### src/rtl/mem_stall_controller.sv
// ---------------------------------------------------------------------------
// mem_stall_controller
//
// Sequences multi-cycle data-memory accesses for the MEM stage of a 5-stage
// pipeline. While a load/store waits for the memory's req/ack handshake the
// upstream pipeline registers are frozen and bubbles are forced into MEM/WB.
// Load data is held for MEM/WB capture, and a wait that exceeds
// TIMEOUT_CYCLES raises a sticky bus error that software clears via err_clr.
//
// Parameters
//   TIMEOUT_CYCLES  maximum WAIT cycles before ERROR (2 .. 2**CNT_W)
//   CNT_W           width of the wait counter
//
// Ports
//   clk           pipeline clock, rising edge
//   rst           asynchronous active-low reset
//   mem_read      MemRead of the instruction in EX/MEM
//   mem_write     MemWrite of the instruction in EX/MEM
//   dmem_req      registered request to data memory
//   dmem_we       registered write qualifier for dmem_req
//   dmem_ack      one-cycle completion pulse from data memory
//   dmem_rdata    read data, valid only with dmem_ack
//   rdata_out     held load data for MEM/WB ReadDataIn
//   pipe_en       enable for PC, IF/ID, ID/EX, EX/MEM registers
//   memwb_bubble  forces MEM/WB RegWriteIn/MemToRegIn to 0
//   bus_error     sticky timeout flag
//   err_clr       clears bus_error and releases ERROR
//   busy          controller is not idle
// ---------------------------------------------------------------------------
module mem_stall_controller #(
  parameter int TIMEOUT_CYCLES = 16,
  parameter int CNT_W          = 4
) (
  input  logic        clk,
  input  logic        rst,
  input  logic        mem_read,
  input  logic        mem_write,
  output logic        dmem_req,
  output logic        dmem_we,
  input  logic        dmem_ack,
  input  logic [31:0] dmem_rdata,
  output logic [31:0] rdata_out,
  output logic        pipe_en,
  output logic        memwb_bubble,
  output logic        bus_error,
  input  logic        err_clr,
  output logic        busy
);

  typedef enum logic [2:0] {
    ST_IDLE     = 3'd0,
    ST_WAIT     = 3'd1,
    ST_COMPLETE = 3'd2,
    ST_ERROR    = 3'd3,
    ST_DRAIN    = 3'd4
  } state_e;

  // Counter value seen in the last permitted WAIT cycle. The counter starts
  // at 0 in the first WAIT cycle, so WAIT cycle k carries the value k-1.
  localparam logic [CNT_W-1:0] CntLast = CNT_W'(TIMEOUT_CYCLES - 1);

  state_e           state_q, state_d;
  logic [CNT_W-1:0] cnt_q, cnt_d;
  logic             req_q, req_d;
  logic             we_q, we_d;
  logic             err_q, err_d;
  logic [31:0]      rdata_q, rdata_d;

  logic access;
  logic timeout_hit;

  // A simultaneous read and write is treated as a write.
  assign access      = mem_read | mem_write;
  assign timeout_hit = (cnt_q == CntLast);

  // State and datapath registers. Reset drops any outstanding request
  // immediately, so dmem_req falls without waiting for a clock edge.
  always_ff @(posedge clk or negedge rst) begin
    if (!rst) begin
      state_q <= ST_IDLE;
      cnt_q   <= '0;
      req_q   <= 1'b0;
      we_q    <= 1'b0;
      err_q   <= 1'b0;
      rdata_q <= '0;
    end else begin
      state_q <= state_d;
      cnt_q   <= cnt_d;
      req_q   <= req_d;
      we_q    <= we_d;
      err_q   <= err_d;
      rdata_q <= rdata_d;
    end
  end

  // Next-state and output decode. The default is a full stall with a
  // bubble; only IDLE-without-access, COMPLETE and DRAIN open the pipeline.
  always_comb begin
    state_d      = state_q;
    cnt_d        = cnt_q;
    req_d        = req_q;
    we_d         = we_q;
    err_d        = err_q;
    rdata_d      = rdata_q;
    pipe_en      = 1'b0;
    memwb_bubble = 1'b1;

    unique case (state_q)
      ST_IDLE: begin
        // Acks arriving here are stray and ignored.
        pipe_en      = !access;
        memwb_bubble = access;
        if (access) begin
          state_d = ST_WAIT;
          req_d   = 1'b1;
          we_d    = mem_write;
          cnt_d   = '0;
        end
      end

      ST_WAIT: begin
        // An ack in the final permitted cycle still completes normally.
        if (dmem_ack) begin
          if (!we_q) begin
            rdata_d = dmem_rdata;
          end
          req_d   = 1'b0;
          state_d = ST_COMPLETE;
        end else if (timeout_hit) begin
          req_d   = 1'b0;
          err_d   = 1'b1;
          state_d = ST_ERROR;
        end else begin
          cnt_d = cnt_q + CNT_W'(1);
        end
      end

      ST_COMPLETE: begin
        // The access instruction moves into MEM/WB and captures rdata_out.
        pipe_en      = 1'b1;
        memwb_bubble = 1'b0;
        state_d      = ST_IDLE;
      end

      ST_ERROR: begin
        // Late acks are ignored; only err_clr leaves this state.
        if (err_clr) begin
          err_d   = 1'b0;
          state_d = ST_DRAIN;
        end
      end

      ST_DRAIN: begin
        // The faulting instruction leaves EX/MEM without writing back.
        pipe_en      = 1'b1;
        memwb_bubble = 1'b1;
        state_d      = ST_IDLE;
      end

      default: begin
        state_d = ST_IDLE;
      end
    endcase
  end

  assign dmem_req  = req_q;
  assign dmem_we   = we_q;
  assign bus_error = err_q;
  assign rdata_out = rdata_q;
  assign busy      = (state_q != ST_IDLE);

endmodule

### config.mk
export PLATFORM = sky130hd
export DESIGN_NAME = mem_stall_controller
export DESIGN_NICKNAME = d
export VERILOG_FILES = /design/src/rtl/mem_stall_controller.sv
export SDC_FILE = /design/constraint.sdc
export NUM_CORES = 1
export LEC_CHECK = 0
export CELL_PAD_IN_SITES_DETAIL_PLACEMENT = 0
export CELL_PAD_IN_SITES_GLOBAL_PLACEMENT = 1
export CORE_MARGIN = 2
export CORE_UTILIZATION = 36
export DETAILED_ROUTE_END_ITERATION = 7
export GPL_ROUTABILITY_DRIVEN = 1
export PLACE_DENSITY_LB_ADDON = 0.1
export SLEW_MARGIN = 25
export SYNTH_ARGS = -nofsm -noshare
export SYNTH_HDL_FRONTEND = slang
export SYNTH_SLANG_ARGS = --single-unit
### constraint.sdc
create_clock -name clk -period 4.5 [get_ports clk]
set_input_delay 0.9 -clock clk [delete_from_list [all_inputs] [get_ports clk]]
set_output_delay 0.9 -clock clk [all_outputs]
set_load 0.1 [all_outputs]
==> flow_metrics.py, run 1 <==
metrics = {
    "min_path": {
        "hp-class": "flop to flop",
        "holdCritStartpoint": "rdata_out[23]$_DFFE_PN0P_",
        "worstHoldPathCells": 1,
        "min_to": "rdata_out[23]$_DFFE_PN0P_",
    },
    "placed_design": {
        "routabilityCongestion": 0.762,
        "portBuffers": 75,
        "dp.final_hpwl_microns": 2730,
    },
    "routing": {
        "vias_per_cell": 4.59,
        "drt_iter0_drc": 52,
        "wl_microns": 3930,
        "drcViolationCount": 0,
        "drtPass1Iterations": 4,
        "routedWlPerCell_microns": 14.7,
        "drtAntennaViolNets": 0,
        "vias": 1226,
    },
    "setup_path": {
        "cp-end-kind": "output pin",
        "r2r-end": "rdata_out[29]$_DFFE_PN0P_",
        "r2r_start": "state_q[0]$_DFFE_PN0P_",
        "cp.required_ns": 3.60,
        "reg2regPathDepth": 3,
        "crit_fanout": 10,
        "rrSetupSlack_ns": 2.47,
        "slowest_delay_ns": 1.12,
        "crit_family": "buffers and inverters",
        "startpoint_type": "flop",
        "path_cells": "nor3_2, inv_1, clkdlybuf4s50_1",
        "crit_arrival_ns": 2.17,
        "critPathBufInv": 2,
        "path_class": "flop to output pin",
        "crit_slowest_cell": "clkdlybuf4s50_1",
    },
    "global_routing": {
        "grt_pass1_vias": 1307,
        "grt_max_degree": 43,
        "antenna_found_initial": 0,
        "groute.usage.overall_pct": 15.2,
        "grt_pass1_wl_microns": 6950,
        "grt-ovfl-total": 0,
    },
    "outcome": {
        "status": "finished, final reports clean",
    },
    "yosys": {
        "syn_inst": 119,
        "synth.ff_latch_count": 42,
        "ys.flop_type": "dfrtp_1",
        "synth_cell_types": 32,
        "synthArstFlopShare_pct": 100,
        "synthesis.area_sq_um": 1870,
        "yosys-top-cells-count": "dfrtp_1, mux2_4, nor2_1",
        "synth_top_cell_area_share_pct": 56.3,
        "synth_edf_count": 0,
        "yosysTopAreaCell": "dfrtp_1",
        "avgSynthCellArea_sq_um": 15.7,
        "yosys-top-cells-area": "dfrtp_1, mux2_4, buf_6, mux2_2, a22o_1",
        "yosysMostFrequentCell": "dfrtp_1",
        "syn_nets": 158,
        "yosysWarnings": 0,
        "seq_area_frac_synth_pct": 56.3,
    },
    "clock_tree": {
        "cts.sinks": 42,
        "cts_resized": 0,
        "clk_latency_ns": 0.29,
        "clk_pin_slew_ns": 0.08,
        "numCtsBuffers": 5,
        "cts_root_buf": "clkbuf_8",
        "post_cts_buffers": 0,
        "htreeDepth": 2,
        "cts_tree": "done",
        "cts_max_path_buffers": 2,
        "holdBufCountCts": 0,
    },
    "floorplanning": {
        "start_util_pct": 37.0,
        "num_rows": 26,
        "io_pins": 76,
        "core_region_area_sq_um": 5040,
        "die_h_microns": 76.0,
        "dieArea_sq_um": 5780,
        "die_w_microns": 76.0,
    },
    "sta": {
        "max_slew.worst_pin.slew_ns": 0.997,
        "setup_viol": 0,
        "final-hold-violation-count": 0,
        "layout_min_cycle_time_ns": 3.07,
        "relSlewSlack_pct": 33.3,
        "fin_crit_sh_pct": 68.2,
        "fin_tns_setup_ns": 0,
        "slew_violations": 0,
        "finalClockSkew_ns": 0.00527,
        "max_freq_mhz": 326,
        "rsz0062_at_grt": "no",
    },
    "layout": {
        "layout-drive-gt1-share_pct": 25.4,
        "layout.nets": 235,
        "fillers": 422,
        "diodes": 0,
        "area_delta_synth_final_pct": 47.0,
    },
    "run": {
        "maxCapViolCount": 0,
    },
}
-- worst reg2reg max path, stage by stage (launching register included) --
cell and delay (ns):
dfrtp_1 0.52, nor3b_4 0.34, nand3b_4 0.54, mux2_4 0.51
-- cell type report --
type | count | area (sq um) | area share [%]
clock inverters | 2 | 12.5 | 0.456
repair buffers | 75 | 743 | 27.1
well taps | 70 | 87.6 | 3.19
flip-flops and latches | 42 | 1050 | 38.3
inverters | 1 | 3.75 | 0.137
clock buffers | 6 | 82.6 | 3.01
multi-input cells | 71 | 763 | 27.8
-- metrics by stage --
step	hold WS (ns)	util (%)	setup WS (ns)	instance area, sq um	instances
after floorplan	0.492	-	0.261	1870	119
after global placement	0.490	52.5	1.49	2650	259
after detailed placement	0.491	52.5	1.45	2650	259
after CTS	0.512	54.4	1.43	2740	267
after global routing	0.529	54.4	1.31	2740	267
final	0.509	54.4	1.43	2740	267
-- cells in the final DEF (no fill, tap or decap), types with 2 or more instances in the layout --
cell	Yosys	final
nand2_1	2	2
clkbuf_8	0	6
mux2_2	3	3
dfrtp_1	42	42
buf_4	2	3
nor3_1	2	2
clkdlybuf4s50_1	0	72
a22o_1	3	3
nor2_1	5	5
o21ai_0	4	4
nand2b_1	2	2
mux2_4	30	30
-- how the worst max path moves through the flow --
stage                           start       to  slack (ns)  cells after the start
5_1_grt        state_q[1]$_DFFE_PN0P_     busy        1.31                      3
2_1_floorplan               mem_write  pipe_en        0.26                      3
3_3_place_gp                mem_write  pipe_en        1.49                      5
3_5_place_dp                mem_write  pipe_en        1.45                      5
4_1_cts        state_q[1]$_DFFE_PN0P_     busy        1.43                      3
6_report       state_q[1]$_DFFE_PN0P_     busy        1.43                      3
-- cells by family (layout without fill, tap and decap cells) --
logic type | after synthesis | count (layout) | synth area share [%]
flops | 42 | 42 | 56.3
buf+inv | 6 | 84 | 2.81
compound gates | 15 | 15 | 5.97
mux | 33 | 33 | 25.9
xor+xnor | 1 | 1 | 0.469
fa+ha+maj | 1 | 1 | 0.670
simple gates | 21 | 21 | 7.84
-- state kept, by name, indices dropped and copies added, names as in the netlist --
register,count
rdata_out,32
cnt_q,4
state_q,3
bus_error,1
dmem_req,1
dmem_we,1
-- routing by layer --
metal / track usage (%) / vias to the layer above / wire, microns
li1: - / 586 / -
met1: 20.9 / 592 / 1820
met2: 23.2 / 43 / 1830
met3: 4.50 / 5 / 234
met4: 4.91 / 0 / 52
met5: 0 / - / 0
Power of run 1 is left out: the tool's default activity adds up to more than one toggle a clock period on the data nets, which glitch-free logic cannot reach.
==> run 2, diff against run 1 <==
CORE_UTILIZATION = 30   (was 36)
clock period = 2.6 ns   (was 4.5 ns; I/O delays follow)
==> flow_metrics.py, run 2 (synthesis results as in run 1) <==
metrics = {
    "sta": {
        "setup_viol": 0,
        "slew_violations": 0,
        "fin_tns_setup_ns": 0,
        "finalClockSkew_ns": 0.00941,
        "fin_crit_sh_pct": 88.1,
        "final-hold-violation-count": 0,
        "rsz0062_at_grt": "no",
        "layout_min_cycle_time_ns": 2.29,
        "max_freq_mhz": 436,
        "hold-worst-slack_ns": 0.196,
        "relSlewSlack_pct": 64.8,
        "max_slew.worst_pin.slew_ns": 0.528,
    },
    "placed_design": {
        "routabilityCongestion": 0.731,
        "portBuffers": 75,
        "dp.final_hpwl_microns": 3170,
    },
    "global_routing": {
        "antenna_found_initial": 0,
        "grt_pass1_vias": 1329,
        "grt-ovfl-total": 0,
        "grt_pass1_wl_microns": 6980,
        "groute.usage.overall_pct": 12.7,
        "grt_max_degree": 43,
    },
    "layout": {
        "layout.nets": 237,
        "largest_reg_flops": 32,
        "fin_util_pct": 45.9,
        "multi_input_area_sq_um": 768,
        "seq_area_sq_um": 1050,
        "layout-drive-gt1-share_pct": 44.2,
        "mostFrequentLayoutCell": "dfrtp_1",
        "area_delta_synth_final_pct": 46.4,
        "final_cell_mix": "dfrtp_1, buf_4, clkdlybuf4s50_1",
        "fillers": 549,
        "diodes": 0,
    },
    "routing": {
        "routedWlPerCell_microns": 15.4,
        "vias": 1266,
        "drtAntennaViolNets": 0,
        "vias_per_cell": 4.62,
        "drt_iter0_drc": 62,
        "drcViolationCount": 0,
        "drtPass1Iterations": 3,
        "wl_microns": 4220,
    },
    "floorplanning": {
        "core_region_area_sq_um": 5960,
        "start_util_pct": 31.3,
        "die_w_microns": 82.9,
        "dieArea_sq_um": 6870,
        "io_pins": 76,
        "die_h_microns": 82.9,
        "num_rows": 28,
    },
    "setup_path": {
        "cp-end-kind": "output pin",
        "cp.required_ns": 2.08,
        "path_class": "input pin to output pin",
        "crit_fanout": 4,
        "startpoint_type": "input pin",
        "crit_arrival_ns": 1.77,
    },
    "clock_tree": {
        "cts.sinks": 42,
        "post_cts_buffers": 0,
        "numCtsBuffers": 5,
        "cts_tree": "done",
        "clk_latency_ns": 0.29,
        "cts_resized": 0,
        "htreeDepth": 2,
        "cts_max_path_buffers": 2,
        "cts_root_buf": "clkbuf_8",
        "holdBufCountCts": 0,
        "clk_pin_slew_ns": 0.08,
    },
    "outcome": {
        "status": "finished, final reports clean",
    },
    "run": {
        "maxCapViolCount": 0,
    },
    "min_path": {
        "hp-class": "input pin to async pin",
    },
}
-- run 2: path summary, 6_finish.rpt --
check / from / end / slack [ns] / cells past startpoint
max: mem_write / pipe_en / 0.31 / 5
min: rst / rdata_out[9]$_DFFE_PN0P_ / 0.20 / 1
max reg2reg: state_q[0]$_DFFE_PN0P_ / rdata_out[17]$_DFFE_PN0P_ / 0.70 / 4
min reg2reg: rdata_out[30]$_DFFE_PN0P_ / rdata_out[30]$_DFFE_PN0P_ / 0.51 / 1
max in group asynchronous: rst / bus_error$_DFFE_PN0P_ / 2.03 / 1
min in group clk: rdata_out[30]$_DFFE_PN0P_ / rdata_out[30]$_DFFE_PN0P_ / 0.51 / 1
-- run 2: stage by stage --
step | cell area [sq um] | setup slack (ns) | std cells
final | 2730 | 0.308 | 274
after global routing | 2730 | 0.202 | 274
after global placement | 2620 | 0.374 | 266
after floorplan | 1870 | 0.0678 | 119
after CTS | 2730 | 0.295 | 274
after detailed placement | 2620 | 0.306 | 266
-- run 2: per-layer routing --
metal,part of all wire (%),up-vias,track usage [%]
met5,0,-,0
met4,1.0,0,4.92
met3,5.3,4,3.28
met2,48,43,19.3
met1,45,630,17.4
li1,-,589,-
-- run 2: final cells by class --
type	instances	area share (%)
Clock inverter	2	1.37
Timing Repair Buffer	77	25.8
Sequential cell	42	38.5
Tap cell	75	3.43
Inverter	1	0.137
Clock buffer	6	2.66
Multi-Input combinational cell	71	28.1
-- run 2: critical path: stages --
cell and delay, ns:
clkdlybuf4s50_1 0.46, nor2_1 0.17, nor3_1 0.09, a211oi_2 0.31, buf_12 0.22
Power of run 2 is left out for the same reason.
==> run 3, diff against run 2 <==
GPL_TIMING_DRIVEN = 0   (was unset)
RECOVER_POWER = 25   (was unset)
==> flow_metrics.py, run 3 (synthesis results as in run 1) <==
metrics = {
    "outcome": {
        "status": "finished, final reports clean",
    },
    "sta": {
        "setup_viol": 0,
        "layout_min_cycle_time_ns": 2.39,
        "final-hold-violation-count": 0,
        "max_slew.worst_pin.slew_ns": 1.09,
        "finalClockSkew_ns": 0.00268,
        "hold-worst-slack_ns": 0.413,
        "slew_violations": 0,
        "rsz0062_at_grt": "no",
        "max_freq_mhz": 418,
        "relSlewSlack_pct": 27.0,
        "fin_crit_sh_pct": 92.1,
    },
    "layout": {
        "layout-drive-gt1-share_pct": 26.6,
        "fin_cells": 278,
        "mostFrequentLayoutCell": "clkdlybuf4s50_1",
        "final_cell_mix": "clkdlybuf4s50_1, dfrtp_1, mux2_4",
        "area_delta_synth_final_pct": 50.5,
        "largest_reg_flops": 32,
        "layout.nets": 241,
        "diodes": 0,
    },
    "setup_path": {
        "cp.required_ns": 2.08,
        "crit_family": "buffers and inverters",
        "slowest_delay_ns": 0.46,
        "startpoint_type": "input pin",
        "crit_fanout": 4,
        "path_class": "input pin to output pin",
        "crit_arrival_ns": 1.87,
        "crit_slowest_cell": "clkdlybuf4s50_1",
        "cp-end-kind": "output pin",
        "critPathBufInv": 2,
        "path_cells": "clkdlybuf4s50_1, nor2_1, nor3_1, a211oi_2, buf_2",
    },
    "routing": {
        "drt-met1-wl_microns": 2030,
        "dr_wl_met2_microns": 1940,
        "drtAntennaViolNets": 0,
        "routedWlPerCell_microns": 15.1,
        "met3_length_microns": 192,
        "drtPass1Iterations": 5,
        "vias_per_cell": 4.57,
        "topRoutingLayerUsed": "met4",
        "drt_iter0_drc": 45,
        "wl_microns": 4200,
        "vias": 1271,
        "drcViolationCount": 0,
    },
    "clock_tree": {
        "cts_tree": "done",
        "cts_max_path_buffers": 2,
        "numCtsBuffers": 5,
        "clk_pin_slew_ns": 0.08,
        "clk_latency_ns": 0.29,
        "cts_root_buf": "clkbuf_8",
        "post_cts_buffers": 0,
        "cts.sinks": 42,
        "holdBufCountCts": 0,
        "htreeDepth": 2,
    },
    "placed_design": {
        "dpl.cell_count": 270,
        "portBuffers": 75,
        "dp.final_hpwl_microns": 3150,
        "routabilityCongestion": 0.718,
    },
    "global_routing": {
        "antenna_found_initial": 0,
        "grt-ovfl-total": 0,
        "grt_pass1_wl_microns": 7480,
        "grt_pass1_vias": 1373,
        "grt_max_degree": 23,
        "groute.usage.overall_pct": 13.4,
    },
    "floorplanning": {
        "core_region_area_sq_um": 5960,
        "die_w_microns": 82.9,
        "num_rows": 28,
        "io_pins": 76,
        "dieArea_sq_um": 6870,
        "die_h_microns": 82.9,
        "start_util_pct": 31.3,
    },
    "min_path": {
        "hp-class": "input pin to async pin",
    },
    "run": {
        "maxCapViolCount": 0,
    },
}
==> run 3: cell count changes in the layout (fill, tap and decap cells not counted) <==
| cell | before | now |
|---|---|---|
| bufinv_16 | 1 | 0 |
| buf_12 | 3 | 0 |
| dlymetal6s4s_1 | 0 | 1 |
| dlygate4sd2_1 | 0 | 1 |
| clkinv_2 | 0 | 1 |
| clkinvlp_4 | 1 | 0 |
| buf_4 | 38 | 2 |
| clkbuf_8 | 5 | 6 |
| buf_6 | 0 | 3 |
| clkbuf_1 | 1 | 2 |
| buf_2 | 0 | 1 |
| clkdlybuf4s15_2 | 0 | 1 |
| clkdlybuf4s50_1 | 36 | 71 |
==> run 3: stage by stage <==
stage	setup TNS, ns	worst slack, ns	instance area, sq um	utilization, %
2_1_floorplan	0	0.0678	1870	-
3_3_place_gp	-4.16	-0.510	2720	45.6
3_5_place_dp	-0.829	-0.515	2740	46.0
4_1_cts	0	0.0508	2830	47.5
5_1_grt	0	0.111	2810	47.2
6_report	0	0.206	2810	47.2
==> run 3: area by class of cell <==
class,count,area [sq um]
inverter,1,3.75
tap,75,93.8
fill,537,3150
timing repair buffer,76,752
sequential,42,1050
buffer,5,48.8
clock buffer,7,86.3
clock inverter,1,5.00
multi-input combinational,71,768
==> run 3: path summary, 6_finish.rpt <==
path                                     startpoint  slack, ns  cells after the start                        end
hold / removal                                  rst       0.41                      1   rdata_out[4]$_DFFE_PN0P_
min in group clk           rdata_out[1]$_DFFE_PN0P_       0.52                      1   rdata_out[1]$_DFFE_PN0P_
setup reg to reg             state_q[1]$_DFFE_PN0P_       1.00                      5  rdata_out[27]$_DFFE_PN0P_
setup / recovery                          mem_write       0.21                      5                    pipe_en
max in group asynchronous                       rst       0.60                      2  rdata_out[26]$_DFFE_PN0P_
hold reg to reg            rdata_out[1]$_DFFE_PN0P_       0.52                      1   rdata_out[1]$_DFFE_PN0P_
==> run 3: timing repair <==
| item | 4_1_cts | 5_1_grt |
|---|---|---|
| endpoints found under the setup margin | 3 | 1 |
| gates resized for setup | 7 | 2 |
| pin swaps | 0 | 0 |
==> run 3: routing by layer <==
layer / GRT usage [%] / up-vias
li1: - / 597
met1: 19.4 / 623
met2: 19.7 / 47
met3: 3.58 / 4
met4: 3.87 / 0
met5: 0 / -
Power of run 3 is left out for the same reason.
==> RTL edit, RTL diff (settings of run 1) <==
`rdata_q` no longer has a reset.
--- a/src/rtl/mem_stall_controller.sv
+++ b/src/rtl/mem_stall_controller.sv
@@ -82,15 +82,17 @@
       req_q   <= 1'b0;
       we_q    <= 1'b0;
       err_q   <= 1'b0;
-      rdata_q <= '0;
     end else begin
       state_q <= state_d;
       cnt_q   <= cnt_d;
       req_q   <= req_d;
       we_q    <= we_d;
       err_q   <= err_d;
-      rdata_q <= rdata_d;
     end
+  end
+
+  always_ff @(posedge clk) begin
+    rdata_q <= rdata_d;
   end
 
   // Next-state and output decode. The default is a full stall with a
Check against the original RTL: differs if rst is asserted again (counterexample within 4 cycles, from zero or initial values and one cycle with rst low); with rst held inactive, the same outputs for 10 cycles.
==> RTL edit against run 1 <==
Synthesized cell count is 26% lower. Sequential cell count is the same. Wire length decreased by 20%. Highest routed layer unchanged. Sequential share of layout area rose by 13 points. Design area decreased by 13%. Synthesized area decreased by 20%. Setup slack worse by 0.088 ns. Register-to-register slack got worse by 0.25 ns. Utilization grew 5.1 points. Critical path type unchanged. Largest cell class unchanged. Via count down 17%.
==> RTL edit: results (changes against run 1) <==
Syn Nets 127 (was 158); final WL 3139 µm (was 3933 µm); pre-CTS setup slack 1.374 ns (was 1.449 ns); top area cells in the synthesized netlist edfxtp_1 64%, dfrtp_1 17%, nor2_1 2.0%, o21ai_0 1.7%, mux2i_1 1.3% (was dfrtp_1 56%, mux2_4 24%, buf_6 1.8%, mux2_2 1.8%, a22o_1 1.4%); FILL cells 312 (was 422); Nets 207 (was 235); Vias 1,019 (was 1,226); global-route wire length before repair 4685 µm (was 6948 µm); 1st-iter DRT viols 42 (was 52); outcome complete, no violations (unchanged); XOR/XNOR Fraction of Synth Area 0% (was 0.4692%); post-synthesis mux area share 2.341% (was 25.94%); hold path depth 2 (was 1); Compound-Gate Fraction of Synth Area 8.027% (was 5.965%); Total GRT Usage 14.38% (was 15.19%); Worst path max stage delay 1.00 ns (was 1.12 ns); P_sw 749.7 µW; share of cells above drive strength 1 8.333% (was 25.38%); EDFF count, synth 32 (was 0); Synth Area in Adders 0.8361% (was 0.6702%); largest net degree at the start of global routing 26 (was 43); Setup Skew 0.002664 ns (was 0.005270 ns); Async S/R FF share, synth 23.81% (was 100.0%); synth cell count leaders 32 x edfxtp_1, 10 x dfrtp_1, 8 x nor2_1 (was 42 x dfrtp_1, 30 x mux2_4, 5 x nor2_1); routability cong. 0.7318 (was 0.7622); number of global-route vias before repair 969 (was 1,307); DR pass1 iterations 4 (unchanged); post-synth cell types 27 (was 32); relative slew slack 33.48% (was 33.32%); worst reg-to-reg path cell count 3 (unchanged); post-synthesis sequential area ratio 80.94% (was 56.30%); HPWL after DPL 2410 µm (was 2730 µm); WP data arrival 2.26 ns (was 2.17 ns)
## RTL edit: kinds of logic (layout without fill, tap and decap cells)
logic type	Yosys count	count (layout)
compound gates	17	17
fa+ha+maj	1	1
flops	42	42
mux	3	3
buf+inv	5	85
simple gates	20	20
## RTL edit: metrics by stage
step                      utilization [%]  area (µm²)  cells  total power, mW
after global routing                59.56        2382    218            1.631
after detailed placement            57.59        2303    211            1.347
after floorplan                         -        1496     88            1.164
after CTS                           59.56        2382    218            1.571
after global placement              57.59        2303    211            1.338
final                               59.56        2382    218            1.553
## RTL edit: area by class of cell
cell class	count	area [µm²]	area share, %
flip-flops and latches	42	1211	50.84
repair buffers	76	753.2	31.62
multi-input cells	41	269.0	11.29
clock buffers	5	68.82	2.889
well taps	50	62.56	2.626
clock inverters	2	10.01	0.4202
inverters	2	7.507	0.3151
## RTL edit: worst register-to-register path: cells and delay by family (launching register included)
family / cells / cell delay (ns)
buffers and inverters: 1 / 0.42
flip-flops: 1 / 0.48
AND/OR/NAND/NOR: 2 / 1.06
## RTL edit: path summary, 6_finish.rpt
check	from	endpoint	slack [ns]
min in group asynchronous	rst	state_q[2]	0.93
setup reg to reg	state_q[1]	rdata_out[21]	2.22
hold / removal	dmem_req	dmem_req	0.52
hold reg to reg	dmem_req	dmem_req	0.52
setup / recovery	state_q[1]	busy	1.34
max in group asynchronous	rst	cnt_q[2]	3.25
## RTL edit: layer usage
| metal | vias up | wire length, µm | global-route usage [%] |
|---|---|---|---|
| li1 | 493 | - | - |
| met1 | 476 | 1335 | 17.70 |
| met2 | 44 | 1476 | 22.00 |
| met3 | 6 | 279 | 6.250 |
| met4 | 0 | 47 | 6.000 |
| met5 | - | 0 | 0 |
